--- src/rtl/load_store_ctrl.sv ---
// load_store_ctrl: multicycle sequencer for the memory load/store path.
// Accepts one request at a time, drives the memory address and write strobe,
// waits out the memory read latency, and pulses the MDR load. It also holds
// load_size_control for the downstream LW/LH/LB size-extract unit. SH and SB
// run as read-modify-write on the 32-bit word, in the low lane only.
//
// Optional feature macro: ALIGN_CHECK_EN
//   defined   - misaligned LW/SW/LH/SH finish at once with misalign=1 with done
//   undefined - no check; misalign stays 0; misaligned address used as-is
//
// Ports
//   clk, reset         clock (rising edge), synchronous active-high reset
//   start, op          request strobe (IDLE only) and opcode
//                      000 LW, 001 LH, 010 LB, 100 SW, 101 SH, 110 SB
//   addr, store_data   byte address and store operand, latched on accept
//   mem_rdata          memory read data, valid MEM_LAT cycles after mem_addr
//   mem_addr, mem_wdata  registered memory address / write data
//   mem_wr, mdr_wr     one-cycle write strobes (never both high)
//   load_size_control  00 LW, 01 LH, 10 LB
//   busy, done         busy outside IDLE; one-cycle completion pulse
//   misalign           alignment fault flag, high together with done
module load_store_ctrl #(
  parameter int unsigned MEM_LAT = 2
) (
  input  logic        clk,
  input  logic        reset,
  input  logic        start,
  input  logic [2:0]  op,
  input  logic [31:0] addr,
  input  logic [31:0] store_data,
  input  logic [31:0] mem_rdata,
  output logic [31:0] mem_addr,
  output logic        mem_wr,
  output logic [31:0] mem_wdata,
  output logic        mdr_wr,
  output logic [1:0]  load_size_control,
  output logic        busy,
  output logic        done,
  output logic        misalign
);

  localparam int unsigned CW = (MEM_LAT > 1) ? $clog2(MEM_LAT) : 1;

  typedef enum logic [2:0] {
    S_IDLE,
    S_READ,
    S_CAPTURE,
    S_MERGE,
    S_WRITE,
    S_DONE
  } state_t;

  state_t      state_q, state_d;
  logic [CW-1:0] cnt_q, cnt_d;
  logic [2:0]  op_q, op_d;
  logic [31:0] sdata_q, sdata_d;
  logic [31:0] mem_addr_q, mem_addr_d;
  logic [31:0] mem_wdata_q, mem_wdata_d;
  logic [1:0]  lsc_q, lsc_d;
  logic        misalign_q, misalign_d;

  logic        op_valid;
  logic        align_fault;
  logic [31:0] keep_mask;

  always_ff @(posedge clk) begin
    if (reset) begin
      state_q     <= S_IDLE;
      cnt_q       <= '0;
      op_q        <= '0;
      sdata_q     <= '0;
      mem_addr_q  <= '0;
      mem_wdata_q <= '0;
      lsc_q       <= '0;
      misalign_q  <= 1'b0;
    end else begin
      state_q     <= state_d;
      cnt_q       <= cnt_d;
      op_q        <= op_d;
      sdata_q     <= sdata_d;
      mem_addr_q  <= mem_addr_d;
      mem_wdata_q <= mem_wdata_d;
      lsc_q       <= lsc_d;
      misalign_q  <= misalign_d;
    end
  end

  always_comb begin
    state_d     = state_q;
    cnt_d       = cnt_q;
    op_d        = op_q;
    sdata_d     = sdata_q;
    mem_addr_d  = mem_addr_q;
    mem_wdata_d = mem_wdata_q;
    lsc_d       = lsc_q;
    misalign_d  = 1'b0;
    mem_wr      = 1'b0;
    mdr_wr      = 1'b0;
    done        = 1'b0;
    busy        = (state_q != S_IDLE);

    op_valid = (op[1:0] != 2'b11);
`ifdef ALIGN_CHECK_EN
    align_fault = ((op[1:0] == 2'b00) && (addr[1:0] != 2'b00)) ||
                  ((op[1:0] == 2'b01) && addr[0]);
`else
    align_fault = 1'b0;
`endif
    // Bits of the read word that survive the merge: SH keeps [31:16], SB [31:8].
    keep_mask = (op_q[1:0] == 2'b01) ? 32'hFFFF_0000 : 32'hFFFF_FF00;

    unique case (state_q)
      S_IDLE: begin
        if (start && op_valid) begin
          op_d    = op;
          sdata_d = store_data;
          cnt_d   = CW'(MEM_LAT - 1);
          if (!op[2]) lsc_d = op[1:0];
          if (align_fault) begin
            // Faulting request skips memory entirely; mem_addr keeps its old value.
            misalign_d = 1'b1;
            state_d    = S_DONE;
          end else begin
            mem_addr_d = addr;
            if (op == 3'b100) begin
              mem_wdata_d = store_data;
              state_d     = S_WRITE;
            end else begin
              state_d = S_READ;
            end
          end
        end
      end
      S_READ: begin
        if (cnt_q == '0) state_d = op_q[2] ? S_MERGE : S_CAPTURE;
        else             cnt_d   = cnt_q - 1'b1;
      end
      S_CAPTURE: begin
        mdr_wr  = 1'b1;
        state_d = S_DONE;
      end
      S_MERGE: begin
        mem_wdata_d = (mem_rdata & keep_mask) | (sdata_q & ~keep_mask);
        state_d     = S_WRITE;
      end
      S_WRITE: begin
        mem_wr  = 1'b1;
        state_d = S_DONE;
      end
      S_DONE: begin
        done    = 1'b1;
        state_d = S_IDLE;
      end
      default: state_d = S_IDLE;
    endcase
  end

  assign mem_addr          = mem_addr_q;
  assign mem_wdata         = mem_wdata_q;
  assign load_size_control = lsc_q;
  assign misalign          = misalign_q;

endmodule

--- config.mk ---
export PLATFORM = sky130hd
export DESIGN_NAME = load_store_ctrl
export DESIGN_NICKNAME = d
export VERILOG_FILES = /design/src/rtl/load_store_ctrl.sv
export SDC_FILE = /design/constraint.sdc
export NUM_CORES = 1
export LEC_CHECK = 0
export ABC_AREA = 1
export ABC_CLOCK_PERIOD_IN_PS = 3000
export BUFFER_PORTS_ARGS = -buffer_cell sky130_fd_sc_hd__buf_2
export CORE_ASPECT_RATIO = 2
export CORE_MARGIN = 1.5
export CORE_UTILIZATION = 40
export DETAILED_ROUTE_END_ITERATION = 10
export GPL_TIMING_DRIVEN = 0
export PLACE_DENSITY_LB_ADDON = 0.3
export REMOVE_ABC_BUFFERS = 1
export SETUP_SLACK_MARGIN = 0.4
export SYNTH_ARGS = -nofsm -noshare
export SYNTH_HDL_FRONTEND = slang
export SYNTH_SLANG_ARGS = --single-unit
--- constraint.sdc ---
create_clock -name clk -period 3 [get_ports clk]
set_clock_uncertainty 0.1 [all_clocks]
set_input_delay 0.75 -clock clk [delete_from_list [all_inputs] [get_ports clk]]
set_output_delay 0.75 -clock clk [all_outputs]
set_load 0.01 [all_outputs]
## Word-level counts from Yosys, hierarchy flattened

Index checks and enable logic that the tools add are counted.

- Flip-flop bits (word level): 105
- Latch bits: 0
- Memory bits (writable): 0
- Memory bits (read-only): 0
- Input port bits: 102
- Word-level logic and storage cells: 50
- Memories kept: 0

- $add $sub $neg: 1
- $mul: 0
- Div/mod/pow operators: 0
- $lt $le $gt $ge: 0
- Equality and inequality tests: 11
- Shift-type cells: 0
- Muxes and demuxes: 15
- Bitwise operators: 5
- Reduce and logical (&&, ||, !) cells: 11

Operator list:

| cell | number |
|---|---|
| $and A32 B32 Y32 | 2 |
| $mux W32 | 2 |
| $pmux W32 S2 | 1 |
| $not A32 Y32 | 1 |
| $or A32 B32 Y32 | 1 |
| $mux W16 | 1 |
| $pmux W3 S4 | 1 |
| $eq A3 B3 Y1 const B | 3 |
| $mux W3 | 3 |
| $ne A2 B2 Y1 const B | 4 |
| $eq A3 B2 Y1 const B | 2 |
| $mux W1 | 6 |
| $reduce_and A2 Y1 | 3 |
| $reduce_and A3 Y1 | 2 |
| $reduce_bool A2 Y1 | 2 |
| $eq A3 B1 Y1 const B | 1 |
| $logic_not A3 Y1 | 1 |
| $reduce_bool A3 Y1 | 1 |
| $eq A2 B1 Y1 const B | 1 |
| $pmux W1 S2 | 1 |
| $reduce_or A2 Y1 | 1 |
| $logic_and A1 B1 Y1 | 1 |
| $not A1 Y1 | 1 |
| $sub A1 B1 Y1 const B | 1 |

## Logic depth before layout (Yosys ltp)

Gate-level depths: netlist of run 1.

- Depth after elaboration: 6
- Mapped depth: 10
- Mapped depth without buffers: 8

## Worst setup path before layout of run 1

OpenSTA, ideal clock, no wires.

- Kind: input port to flip-flop
- Start: input port op[0]
- End: register mem_wdata_q[10], in the netlist mem_wdata[10]
- Arrival: 1.481 ns
- Data required time: 2.787 ns
- Setup slack: 1.306 ns
- Stages: 7
- Cells stage by stage: nand2_1 -> nand2_1 -> nand3_1 -> nand3_4 -> buf_4 -> nor2_1 -> nor2_1

- Longest elaborated chain between the ends: 4
- Elaborated cells on any way between the ends: 6
- Classes of those cells: eq/ne (4); reduce/logical (2)

Ends and longest elaborated chain:

| item | line | RTL |
|---|---|---|
| start, declared | 28 | `input logic [2:0] op,` |
| $ne A2 B2 Y1 | 102 | `op_valid = (op[1:0] != 2'b11);` |
| $logic_and A1 B1 Y1 | 114 | `if (start && op_valid) begin` |
| $ne A2 B2 Y1 (no source line) | - |  |
| $reduce_and A3 Y1 (no source line) * | - |  |
| end signal, assigned | 82 | `mem_wdata_q <= mem_wdata_d;` |
| end, declared | 58 | `logic [31:0] mem_wdata_q, mem_wdata_d;` |

Every way passes the cells marked *; elsewhere a longest branch is shown, timed or not.
A chain may end at the register's enable or synchronous reset.

## Worst setup path after layout of run 1

- Start: register state_q[2]
- End: register mem_wdata_q[6], in the netlist mem_wdata[6]

- Longest elaborated chain between the ends: 3
- Elaborated cells on any way between the ends: 7
- Classes of those cells: eq/ne (3); mux (1); reduce/logical (3)

Ends and longest elaborated chain:

| item | line | RTL |
|---|---|---|
| start, declared | 53 | `state_t state_q, state_d;` |
| start signal, assigned | 77 | `state_q <= state_d;` |
| $eq A3 B2 Y1 / $logic_not A3 Y1 (equally long branches) | 112 | `unique case (state_q)` |
| $reduce_bool A2 Y1 (no source line) / $ne A2 B2 Y1 (equally long branches) | - |  |
| $reduce_and A3 Y1 (no source line) | - |  |

Several ways; a longest one is shown, not always the timed one.

==> results of run 1 <==
worst reg2reg max path, stage by stage (launching register included):
cell and delay [ns]:
dfxtp_1 0.44, inv_2 0.11, nand3_4 0.35, clkinvlp_4 0.68, nand2_1 0.22, nand2_1 0.08, nor2_1 0.11, nor2_1 0.06
metal layers:
metal / wire, um / global-route usage
met1: 4077 / 0.1995
met2: 5710 / 0.3868
met3: 539 / 0.03811
met4: 197 / 0.08143
met5: 0 / 0
state kept, by name, indices dropped and copies added (netlist names):
register / cells
mem_addr: 32
mem_wdata: 32
sdata_q: 16
op_q: 3
state_q: 3
load_size_control: 2
cnt_q: 1
area by class of cell:
cell class | instances | share of cell area
inverters | 51 | 0.03923
repair buffers | 164 | 0.1658
well taps | 130 | 0.03227
multi-input cells | 431 | 0.3548
clock inverters | 6 | 0.008937
flip-flops and latches | 89 | 0.3535
clock buffers | 10 | 0.04543
path summary, 6_finish.rpt:
path / start / end / slack (ns) / cells after the start
max: state_q[2] / mem_wdata[6] / 0.75 / 7
min: sdata_q[11] / sdata_q[11] / 0.35 / 2
max reg2reg: state_q[2] / mem_wdata[6] / 0.75 / 7
min reg2reg: sdata_q[11] / sdata_q[11] / 0.35 / 2
through the flow:
stage | utilization | setup WS [ns] | power, uW | setup TNS [ns] | hold slack (ns)
floorplan | - | 0.7413 | 2488 | 0 | 0.3138
global route | 0.5335 | 0.4937 | 4358 | 0 | 0.3669
detailed placement | 0.5005 | -0.1100 | 3004 | -1.316 | 0.3389
global placement | 0.4984 | -0.1611 | 2956 | -7.422 | 0.3244
finish | 0.5335 | 0.7531 | 4047 | 0 | 0.3487
CTS | 0.5314 | 0.4875 | 4061 | 0 | 0.3483
cells in the final DEF (no fill, tap or decap), drive strengths merged:
cell type,instances
a21oi,12
buf,164
clkbuf,10
clkinv,3
clkinvlp,4
conb,1
dfxtp,89
inv,50
nand2,186
nand3,6
nor2,160
nor3,3
o211ai,1
o21ai,62
timing repair:
action,4_1_cts,5_1_grt
hold buffers,0,0
setup endpoints to repair,83,32
pin swaps,1,1
gates cloned,1,1
gates resized for setup,2,3
hold endpoints to repair,0,0
cells by family after synthesis:
family | after synthesis
compound gates | 75
simple gates | 353
other cells | 1
buf+inv | 86
flops | 89
power groups by stage:
stage | combinational, uW | clock [uW] | sequential [uW]
3_5_place_dp | 1350 | 0 | 1650
4_1_cts | 1380 | 1050 | 1630
5_1_grt | 1600 | 1090 | 1670
6_report | 1390 | 1020 | 1630
2_1_floorplan | 726 | 0 | 1760
3_3_place_gp | 1310 | 0 | 1640
==> reports/results.ini, run 1 <==
[cells_and_area]
layout.nets = 848
insertedDiodeCount = 0
nFillCells = 928
layout.area.seq_um2 = 1782
synth_to_layout_area_growth_pct = 28.73
multi_input_area_um2 = 1788
post-route-cell-area_um2 = 5040
post_route_cells_drive_above_1_share = 0.2570
post_layout_nonfiller_instances = 881

[sta]
pin_slew_with_the_least_headroom_to_its_limit_ns = 0.8803
final_min_period_over_clock_period = 0.7490
relSlewSlack = 0.4125
hold_viol_final = 0
setup_repair_after_global_routing_missed_its_margin = false
achievable_frequency_mhz = 445.1
post-route-min-period_ns = 2.247
timing.final.max_slew_violations = 0
finalSetupViolations = 0

[power_and_ir_drop]
total_switching_power_uw = 1508
share_comb_of_total_power = 0.344
power.switching_fraction = 0.3726
worst_ir_drop_vdd_mv = 0.4219
power_per_cell_area_nw_per_um2 = 803.0
sequentialPowerShare = 0.403
power.static_leakage_uw = 0.002773
pwr-share-clk = 0.253
cell_internal_pwr_uw = 2539

[setup_path]
critical_path.startpoint_type = flop
crit_arrival_ns = 2.37
critPathMaxFanout = 35
critPathKind = reg -> reg
cp_slowest_cell = clkinvlp_4
endpoint_kind = flop
timing.critical_path.cells = inv_2 -> nand3_4 -> clkinvlp_4 -> nand2_1 -> nand2_1 -> nor2_1 -> nor2_1
critical_path_buf_inv_count = 2
max_stage_delay_ns = 0.67
path_delay_family = simple AND/OR/NAND/NOR gates
cp_data_required_time_ns = 3.12

[routing]
postRouteWirelength_um = 10520
avgRoutedWirePerCell_um = 11.95
detail-route-antenna-nets = 0
detailroute.via_count = 4107
drt_iter0_drc = 171
viasPerCell = 4.662
remaining_drc_errors = 0
drt_pass1_iterations = 4

[die]
die_y_um = 142.9
io-pin-count = 173
placement_rows = 50
core_box_area_um2 = 9447
floorplan.initialDensity = 0.4144
overall_die_width_um = 72.96
die_area_um2 = 10430

[clocking]
cts_root_buffer = clkbuf_16
cts_buffers = 9
clkSinkCount = 89
cts.clk_slew.worst_paths_ns = 0.07
htreeDepth = 3
clk_path_buf_depth = 2
clk_latency_ns = 0.33
cts.repair_timing.setup_buffer_count = 0
tritoncts = built

[logic_synthesis]
ys_types = 22
synthFlopType = dfxtp_1
synth-simple-area-share = 0.3512
synthAdderAreaFrac = 0
synth_top_area_share = 0.4551
yosys.area_share.xor_xnor = 0
main_combinational_cell_family_by_area_after_synthesis = simple AND/OR/NAND/NOR gates
syn_avg_cell_area_um2 = 6.482
synth.most_common_cell = nand2_1
synth.top_cells.by_area = dfxtp_1 (46%), nand2_1 (18%), nor2_1 (15%)
number_of_synthesized_flops_with_an_enable_pin = 0
synth.ff_latch_count = 89
syn-instance-count = 604
synth_area_um2 = 3915
synth-warning-count = 0
synth_compound_area_frac = 0.09652
post_synth_mux_area_share = 0
most_area_hungry_cell_type_in_the_yosys_netlist = dfxtp_1
netlist_top_cells_count = nand2_1 (184), nor2_1 (156), dfxtp_1 (89)
seq_area_frac_synth = 0.4551
asyncSetResetFlopFracSynth = 0

[global_route]
grt_usage = 0.1999
first_global_vias = 3854
antenna_found_initial = 0
grt_max_degree = 65
grt_overflow_total = 0
grt_first_pass_wirelength_um = 16580

[placed_design]
dpl.cell_count = 863
gpl.final_weighted_congestion = 0.7998
placedInstanceArea_um2 = 4728
portBuffers = 163
dp_hpwl_um = 6661

[flow_run]
max_cap_violations = 0

[outcome]
run_status = complete, no violations

[hold_path]
hold_path_class = reg -> reg

Note: power is estimated with default switching activity, not from simulation.
==> inputs of run 2 (changes only) <==
ABC_AREA = 0   (was 1)
ABC_CLOCK_PERIOD_IN_PS = 2300   (was 3000)
clock period = 2.3 ns   (was 3 ns; I/O delays follow)
==> reports/results.ini, run 2 <==
[die]
overall_die_width_um = 71.73  ; was 72.96 um
floorplan.initialDensity = 0.4081  ; was 0.4144
die_y_um = 140.5  ; was 142.9 um
core_box_area_um2 = 9259  ; was 9447 um2
die_area_um2 = 10070  ; was 10430 um2
io-pin-count = 173  ; unchanged
placement_rows = 50  ; unchanged

[outcome]
failed_checks = design-rule violations
run_status = complete, but fails checks  ; was complete, no violations

[setup_path]
crit_arrival_ns = 1.27  ; was 2.37 ns
timing.critical_path.cells = or3_4 -> buf_6  ; was inv_2 -> nand3_4 -> clkinvlp_4 -> nand2_1 -> nand2_1 -> nor2_1 -> nor2_1
critPathMaxFanout = 6  ; was 35
crit-reg2reg-launch = state_q[1]  ; was state_q[2]
max_stage_delay_ns = 0.43  ; was 0.67 ns
endpoint_kind = primary output  ; was flop
cp_data_required_time_ns = 1.62  ; was 3.12 ns
cp_slowest_cell = or3_4  ; was clkinvlp_4
startpoint = state_q[0]  ; was state_q[2]
critical_path.startpoint_type = flop  ; unchanged
critPathKind = reg -> out  ; was reg -> reg

[placed_design]
portBuffers = 163  ; unchanged
dpl.cell_count = 682  ; was 863
dp_hpwl_um = 6864  ; was 6661 um
gpl.final_weighted_congestion = 0.7893  ; was 0.7998

[sta]
relSlewSlack = 0.4895  ; was 0.4125
pin_slew_with_the_least_headroom_to_its_limit_ns = 0.7640  ; was 0.8803 ns
achievable_frequency_mhz = 513.2
final_min_period_over_clock_period = 0.8471
post-route-min-period_ns = 1.948
fin_tns_setup_ns = 0  ; unchanged
finalSetupViolations = 0  ; unchanged
setup_repair_after_global_routing_missed_its_margin = true  ; was false
hold_viol_final = 0  ; unchanged
timing.final.max_slew_violations = 0  ; unchanged

[clocking]
cts_root_buffer = clkbuf_16  ; unchanged
tritoncts = built  ; unchanged
clkSinkCount = 89  ; unchanged
htreeDepth = 3  ; unchanged
cts.clk_slew.worst_paths_ns = 0.06  ; was 0.07 ns
clk_path_buf_depth = 2  ; unchanged
cts_hold_buffers = 0  ; unchanged
clk_latency_ns = 0.34  ; was 0.33 ns
cts_buffers = 9  ; unchanged

[cells_and_area]
layout.nets = 716  ; was 848
post_layout_nonfiller_instances = 723  ; was 881
final_common_cell = buf_2  ; was nand2_1
insertedDiodeCount = 0  ; unchanged
mostFrequentLayoutCells = buf_2 (161), nand2_1 (150), dfxtp_1 (86)  ; was nand2_1 (184), buf_2 (163), nor2_1 (156)
post_route_cells_drive_above_1_share = 0.3861  ; was 0.2570
layout.core_utilization = 0.5541  ; was 0.5335
nFillCells = 912  ; was 928
synth_to_layout_area_growth_pct = 35.76  ; was 28.73%

[routing]
remaining_drc_errors = 12  ; was 0
detail-route-antenna-nets = 0  ; unchanged
drt_iter0_drc = 137  ; was 171
viasPerCell = 5.300  ; was 4.662
postRouteWirelength_um = 11660  ; was 10520 um
drt_pass1_iterations = 9  ; was 4
avgRoutedWirePerCell_um = 16.12  ; was 11.95 um
detailroute.via_count = 3832  ; was 4107

[global_route]
grt_first_pass_wirelength_um = 17700  ; was 16580 um
grt_usage = 0.2249  ; was 0.1999
antenna_found_initial = 0  ; unchanged
grt_max_degree = 72  ; was 65
grt_overflow_total = 0  ; unchanged
first_global_vias = 3714  ; was 3854

[logic_synthesis]
synth.top_cells.by_area = dfxtp_1 (47%), nand2_1 (15%), a21oi_1 (7.3%)  ; was dfxtp_1 (46%), nand2_1 (18%), nor2_1 (15%)
most_area_hungry_cell_type_in_the_yosys_netlist = dfxtp_1  ; unchanged
synth.ff_latch_count = 89  ; unchanged
asyncSetResetFlopFracSynth = 0  ; unchanged
ys_types = 38  ; was 22
synth-warning-count = 0  ; unchanged
number_of_synthesized_flops_with_an_enable_pin = 0  ; unchanged
synth.most_common_cell = nand2_1  ; unchanged
synth_top_area_share = 0.4715  ; was 0.4551
syn_avg_cell_area_um2 = 8.378  ; was 6.482 um2
syn-instance-count = 451  ; was 604
seq_area_frac_synth = 0.4715  ; was 0.4551
synthFlopType = dfxtp_1  ; unchanged
netlist_top_cells_count = nand2_1 (150), dfxtp_1 (89), a21oi_1 (55)  ; was nand2_1 (184), nor2_1 (156), dfxtp_1 (89)
synth_area_um2 = 3779  ; was 3915 um2

[hold_path]
hold_path_class = reg -> reg  ; unchanged
worstHoldStart = cnt_q  ; was sdata_q[11]

[power_and_ir_drop]
power.static_leakage_uw = 0.002325  ; was 0.002773 uW
power.total_uw = 4576  ; was 4047 uW
power_per_cell_area_nw_per_um2 = 892.0  ; was 803.0 nW/um2
worst_ir_drop_vdd_mv = 0.5631  ; was 0.4219 mV

[flow_run]
max_cap_violations = 0  ; unchanged

[run 2: timing repair]
action	4_1_cts	5_1_grt
pin swaps	5	3
gates cloned	5	1
setup buffers	16	3
resized for setup	14	5
setup endpoints to repair	89	42
[run 2: worst paths after layout]
kind                    to  slack, ns  depth (start not counted)
max                   busy       0.35                          2
min             state_q[1]       0.32                          1
max reg2reg  mem_wdata[10]       0.39                          4
min reg2reg     state_q[1]       0.32                          1
[run 2: cell families after synthesis]
family	after synthesis	synth area share
flops	89	0.4715
mux	8	0.02119
buf+inv	42	0.06821
compound gates	108	0.2149
other cells	1	0.0009924
simple gates	203	0.2232
[run 2: final cells by class]
type / count / area [um2] / area share
multi-input cells: 326 / 1833 / 0.3573
flip-flops and latches: 89 / 1793 / 0.3495
repair buffers: 185 / 1046 / 0.2039
clock buffers: 12 / 266.5 / 0.05195
well taps: 104 / 130.1 / 0.02537
clock inverters: 4 / 50.05 / 0.009756
inverters: 3 / 11.26 / 0.002195
[run 2: through the flow]
stage	cell area, um2	hold slack, ns	setup slack [ns]
final	5130	0.3183	0.3516
after global routing	5130	0.3395	0.3146
after CTS	5076	0.3202	0.3576
after detailed placement	4557	0.3200	-0.4880
after global placement	4478	0.3043	-1.770
after floorplan	3532	0.2970	-0.7754
[run 2: per-layer routing]
layer / share of wire / wire length (um) / global-route usage / vias up
li1: - / - / - / 1878
met1: 0.38 / 4375 / 0.2326 / 1825
met2: 0.56 / 6482 / 0.4225 / 108
met3: 0.041 / 478 / 0.03741 / 21
met4: 0.027 / 319 / 0.1063 / 0
met5: 0 / 0 / 0 / -
[run 2: report_power, final]
group          switching, uW  internal [uW]
Combinational            698            517
Clock                    598            929
Sequential               108           1730
Total                   1400           3170
[run 2: critical path, delay by kind of cell (launching register included)]
family	cells	cell delay, ns
simple gates	1	0.43
flops	1	0.37
buf+inv	1	0.14
